[config.mk]
export PLATFORM = sky130hd
export DESIGN_NAME = move_cmd_exec
export DESIGN_NICKNAME = d
export VERILOG_FILES = /design/src/rtl/knight_cmd_pkg.sv /design/src/rtl/move_cmd_exec_line_counter.sv /design/src/rtl/move_cmd_exec.sv
export SDC_FILE = /design/constraint.sdc
export NUM_CORES = 1
export LEC_CHECK = 0
export ABC_AREA = 1
export CORE_MARGIN = 3
export CORE_UTILIZATION = 50
export CTS_BUF_LIST = sky130_fd_sc_hd__clkbuf_4 sky130_fd_sc_hd__clkbuf_8 sky130_fd_sc_hd__clkbuf_16
export CTS_CLUSTER_SIZE = 24
export DETAILED_ROUTE_END_ITERATION = 8
export PLACE_DENSITY = 0.89
export SETUP_SLACK_MARGIN = 0.02
export SKIP_LAST_GASP = 1
export SLEW_MARGIN = 20
export SYNTH_ARGS = -nofsm -noshare
export SYNTH_HDL_FRONTEND = slang
export SYNTH_SLANG_ARGS = --single-unit
[constraint.sdc]
create_clock -name clk -period 6.54 [get_ports clk]
set_input_delay 1.308 -clock clk [delete_from_list [all_inputs] [get_ports clk]]
set_output_delay 1.308 -clock clk [all_outputs]
set_load 0.02 [all_outputs]
[src/rtl/knight_cmd_pkg.sv]
// Shared opcode/heading constants and executor state type for the knight command path.
package knight_cmd_pkg;

  localparam logic [2:0] CMD_CAL  = 3'b000;
  localparam logic [2:0] CMD_MOVE = 3'b010;

  localparam logic [7:0] NORTH = 8'h00;
  localparam logic [7:0] WEST  = 8'h3F;
  localparam logic [7:0] SOUTH = 8'h7F;
  localparam logic [7:0] EAST  = 8'hBF;

  typedef enum logic [2:0] {
    IDLE,
    CAL,
    TURN,
    RAMP_UP,
    RAMP_DOWN
  } exec_state_t;

endpackage

[src/rtl/move_cmd_exec_line_counter.sv]
// Counts cntrIR rising edges (two per square) and flags when the commanded distance is covered.
module line_counter (
  input  logic       clk,
  input  logic       rst_n,
  input  logic       clr,
  input  logic       en,
  input  logic       cntrIR,
  input  logic [3:0] squares,
  output logic       sq_done
);

  logic       cntr_q;
  logic [4:0] count;

  always_ff @(posedge clk) begin
    if (!rst_n) begin
      cntr_q <= 1'b0;
      count  <= '0;
    end else begin
      cntr_q <= cntrIR;
      if (clr)
        count <= '0;
      else if (en && cntrIR && !cntr_q)
        count <= count + 5'd1;
    end
  end

  assign sq_done = (count == {squares, 1'b0});

endmodule

[src/rtl/move_cmd_exec.sv]
// Executes one calibrate or move command at a time, driving desired heading and forward speed.
module move_cmd_exec
  import knight_cmd_pkg::*;
#(
  parameter logic [9:0]  FRWRD_INC = 10'h010,
  parameter logic [9:0]  MAX_SPD   = 10'h2A0,
  parameter logic [11:0] HDG_TOL   = 12'h02C
) (
  input  logic        clk,
  input  logic        rst_n,
  input  logic [15:0] cmd,
  input  logic        cmd_rdy,
  output logic        clr_cmd_rdy,
  output logic        send_resp,
  input  logic [11:0] heading,
  input  logic        heading_rdy,
  input  logic        cal_done,
  input  logic        cntrIR,
  output logic        strt_cal,
  output logic [11:0] dsrd_hdng,
  output logic [9:0]  frwrd,
  output logic        moving,
  output logic        fanfare_go
);

  exec_state_t state, state_n;

  logic        fan_q, fan_q_n;
  logic [3:0]  sq_q, sq_q_n;
  logic [11:0] dsrd_n;
  logic [9:0]  frwrd_n;
  logic        moving_n, clr_n, resp_n, cal_n, fan_n;
  logic        cnt_clr, sq_done;

  logic [11:0] err, abs_err;
  logic        in_tol;
  logic [10:0] up_sum, dec;
  logic [9:0]  up_val, dn_val;

  line_counter u_line_counter (
    .clk     (clk),
    .rst_n   (rst_n),
    .clr     (cnt_clr),
    .en      (state == RAMP_UP),
    .cntrIR  (cntrIR),
    .squares (sq_q),
    .sq_done (sq_done)
  );

  // Heading error wraps modulo 4096; the magnitude is compared unsigned.
  assign err     = heading - dsrd_hdng;
  assign abs_err = err[11] ? (12'd0 - err) : err;
  assign in_tol  = (abs_err < HDG_TOL);

  assign up_sum = {1'b0, frwrd} + {1'b0, FRWRD_INC};
  assign up_val = (up_sum > {1'b0, MAX_SPD}) ? MAX_SPD : up_sum[9:0];
  assign dec    = {FRWRD_INC, 1'b0};
  assign dn_val = ({1'b0, frwrd} >= dec) ? (frwrd - dec[9:0]) : '0;

  always_comb begin
    state_n  = state;
    fan_q_n  = fan_q;
    sq_q_n   = sq_q;
    dsrd_n   = dsrd_hdng;
    frwrd_n  = frwrd;
    moving_n = moving;
    clr_n    = 1'b0;
    resp_n   = 1'b0;
    cal_n    = 1'b0;
    fan_n    = 1'b0;
    cnt_clr  = 1'b0;
    case (state)
      IDLE: begin
        // Blocking while an ack or response is still out keeps a held cmd_rdy from re-triggering.
        if (cmd_rdy && !clr_cmd_rdy && !send_resp) begin
          fan_q_n = cmd[12];
          sq_q_n  = cmd[3:0];
          clr_n   = 1'b1;
          case (cmd[15:13])
            CMD_CAL: begin
              cal_n   = 1'b1;
              state_n = CAL;
            end
            CMD_MOVE: begin
              dsrd_n   = {cmd[11:4], 4'h0};
              cnt_clr  = 1'b1;
              moving_n = 1'b1;
              frwrd_n  = '0;
              state_n  = TURN;
            end
            default: resp_n = 1'b1;
          endcase
        end
      end
      CAL: begin
        if (cal_done) begin
          resp_n  = 1'b1;
          state_n = IDLE;
        end
      end
      TURN: begin
        frwrd_n = '0;
        if (in_tol)
          state_n = RAMP_UP;
      end
      RAMP_UP: begin
        if (heading_rdy)
          frwrd_n = up_val;
        if (sq_done) begin
          fan_n   = fan_q;
          state_n = RAMP_DOWN;
        end
      end
      RAMP_DOWN: begin
        if (heading_rdy)
          frwrd_n = dn_val;
        if (frwrd == '0) begin
          moving_n = 1'b0;
          resp_n   = 1'b1;
          state_n  = IDLE;
        end
      end
      default: state_n = IDLE;
    endcase
  end

  always_ff @(posedge clk) begin
    if (!rst_n) begin
      state       <= IDLE;
      fan_q       <= 1'b0;
      sq_q        <= '0;
      dsrd_hdng   <= '0;
      frwrd       <= '0;
      moving      <= 1'b0;
      clr_cmd_rdy <= 1'b0;
      send_resp   <= 1'b0;
      strt_cal    <= 1'b0;
      fanfare_go  <= 1'b0;
    end else begin
      state       <= state_n;
      fan_q       <= fan_q_n;
      sq_q        <= sq_q_n;
      dsrd_hdng   <= dsrd_n;
      frwrd       <= frwrd_n;
      moving      <= moving_n;
      clr_cmd_rdy <= clr_n;
      send_resp   <= resp_n;
      strt_cal    <= cal_n;
      fanfare_go  <= fan_n;
    end
  end

endmodule

==> run_results.csv <==
group,metric,value,unit
synthesis,synth_cell_types,40,
timing,finalClockSkew,0.00203,ns
min_path,hp-class,"register to register",
placement,hpwl,4720,um
synthesis,synth-simple-area-share,31.2,%
final_layout,n_antenna_cell,0,
synthesis,synth_top_family_by_area,"simple AND/OR/NAND/NOR gates",
synthesis,syn_area_per_cell,6.55,um2
floorplanning,die_y,76.4,um
status,status,"complete, no violations",
floorplanning,core,4560,um2
clock_network,clk_path_buf_depth,2,
clock_network,clk_pin_slew,0.06,ns
route,top_layer_used,"met4",
synthesis,synth-xor-area-share,4.25,%
global_routing,grt_pass1_vias,2298,
route,wl_met3,358,um
synthesis,synth.top_cells.by_area,"dfxtp_1, nand2_1, inv_1, ha_1, nor2_1",
global_routing,grt_start_max_net_pins,20,
floorplanning,die_x,76.4,um
clock_network,cts_max_level,2,
final_layout,multiInputGateArea,1480,um2
setup_path,end_kind,"register",
timing,setup_viol,0,
final_layout,nets,479,
synthesis,synth_compound_area_share,15.4,%
route,wl_met2,2780,um
final_layout,drive_gt1_share,7.67,%
synthesis,synth_top_area_cell,"dfxtp_1",
placement,dp.cells,488,
timing,worst_slew_pin_slew,0.734,ns
synthesis,synthMuxAreaShare,0,%
clock_network,clock_latency,0.28,ns
setup_path,worstSetupStartpointType,"input pin",
timing,rsz0062_at_grt,"false",
synthesis,ys_seq_area_share,26.7,%
clock_network,ctsHoldBuffers,0,
clock_network,root_buffer,"clkbuf_8",
route,first_pass_iters,5,
clock_network,cts_tree,"done",
global_routing,grt_use_total,20.8,%
timing,fin_crit,3.69,ns
run,cap_violations,0,
synthesis,ys_ff_latch,33,
power_and_ir_drop,p_leak,1.43,nW
timing,finalHoldViolations,0,
final_layout,syn_to_final_growth,25.6,%
route,drt_iter0_markers,199,
floorplanning,start_util,54.2,%
route,wl_per_cell,11.8,um
clock_network,postCtsSetupBuffers,0,
synthesis,synth_cells,378,
placement,numPortBuffers,52,
setup_path,critPathArrivalTime,3.88,ns
setup_path,crit_path_max_fanout,4,
placement,gp_congestion,0.921,
timing,finalCritPeriodShare,56.5,%
setup_path,criticalPathCategory,"input pin to register",
route,wl_met1,2580,um
route,vias,2492,
floorplanning,rows,24,
route,vias_per_cell,5.03,
power_and_ir_drop,p_per_area,199,nW/um2
power_and_ir_drop,p_total,0.618,mW
route,wirelength,5840,um
synthesis,synthesis.area,2470,um2
timing,finalMaxSlewViolations,0,
synthesis,ys_warn_count,0,
floorplanning,io_pins,61,
synthesis,yosysTopAreaCellShare,26.7,%
synthesis,synthAdderAreaFrac,7.89,%
final_layout,ff_latch_area,661,um2
timing,fmax,271,MHz
timing,tns,0,ns
clock_network,cts.repair.resized,0,
power_and_ir_drop,peakVddDrop,0.000166,V
setup_path,required,6.72,ns
route,drtAntennaViolNets,0,
route,drc,0,
clock_network,cts.sinks,33,
final_layout,layout_common_cells,"nand2_1, inv_1, clkdlybuf4s50_1",
final_layout,n_fill_cell,369,
global_routing,grt_antenna_before_repair,0,
final_layout,final_common_cell,"nand2_1",
timing,slew_headroom,50.7,%
global_routing,overflow,0,
floorplanning,dieArea,5830,um2
clock_network,cts_buffers,5,
final_layout,instances_no_fill,495,
global_routing,grt_pass1_wl,10100,um
==> critical path: stages <==
cell             delay, ns
clkdlybuf4s50_1       0.45
inv_1                 0.04
ha_1                  0.18
inv_1                 0.12
fa_1                  0.47
nor2_1                0.14
nand3_1               0.14
nor2_2                0.17
nand3_2               0.13
nor2_1                0.10
nand2_1               0.07
nand3_1               0.06
nand2_1               0.05
nor2_1                0.08
nand3_1               0.09
nand2_2               0.08
nand2_1               0.05
o21bai_1              0.12
inv_1                 0.05
==> through the flow <==
step | hold slack, ns | utilization, % | area, um2 | setup slack [ns]
after floorplan | 0.424 | - | 2500 | 3.23
after global placement | 0.442 | 65.8 | 3000 | 2.66
after detailed placement | 0.461 | 65.8 | 3000 | 2.54
after CTS | 0.475 | 68.1 | 3110 | 2.83
after global routing | 0.506 | 68.1 | 3110 | 2.59
final | 0.466 | 68.1 | 3110 | 2.85
==> final timing paths <==
path / from / endpoint / slack, ns / depth (start not counted)
setup / recovery: heading[4] / state[1] / 2.85 / 19
hold / removal: fan_q / fanfare_go / 0.47 / 2
setup reg to reg: dsrd_hdng[4] / state[1] / 3.99 / 17
hold reg to reg: fan_q / fanfare_go / 0.47 / 2
==> sequential cells by signal, indices dropped and copies added, names as in the netlist, 3 cells and up <==
register	count
frwrd	6
sq_q	4
dsrd_hdng	8
state	3
u_line_counter.count	5
==> kinds of logic (layout without fill, tap and decap cells) <==
group                    after synthesis  after routing
buffers and inverters                 83            128
AND/OR/NAND/NOR                      167            167
adder cells (fa/ha/maj)               15             15
AO/OA/AOI/OAI                         67             67
XOR/XNOR                              12             12
other                                  1              8
flip-flops                            33             33
==> synth_stat cells <==
master,number
nand2_1,71
inv_1,65
nor2_1,40
dfxtp_1,33
a21oi_1,27
nand3_1,23
o21ai_0,23
ha_1,14
buf_4,8
nand2_2,8
xor2_1,8
nand4_1,7
inv_2,4
nand3_2,4
o22ai_1,4
xnor2_1,4
clkbuf_1,3
nor2_2,3
nor4_1,3
o21ai_1,3
buf_6,2
nor3_1,2
o211ai_1,2
a211oi_1,1
a21oi_2,1
a21oi_4,1
buf_2,1
conb_1,1
fa_1,1
nand3b_1,1
nor2_4,1
nor3_2,1
nor3_4,1
nor3b_1,1
o2111ai_1,1
o211a_1,1
o21ai_2,1
o21bai_1,1
o31ai_1,1
or2_2,1
==> final cells by class <==
cell class | count | area share [%]
tap | 65 | 2.62
inverter | 69 | 8.33
timing repair buffer | 52 | 16.7
sequential | 33 | 21.3
clock buffer | 5 | 2.21
multi-input combinational | 269 | 47.7
clock inverter | 2 | 1.13
==> power by group <==
part	leakage, nW	switching, mW	internal (mW)
clock	0.0540	0.0731	0.111
sequential	0.268	0.0113	0.217
combinational	1.11	0.127	0.0795
==> routing by layer <==
| metal | track usage (%) | vias up |
|---|---|---|
| met4 | 8.70 | 0 |
| met3 | 4.61 | 16 |
| li1 | - | 1293 |
| met1 | 26.4 | 1096 |
| met5 | 0 | - |
| met2 | 34.0 | 87 |
No activity file was read; power rests on OpenSTA's default activity.
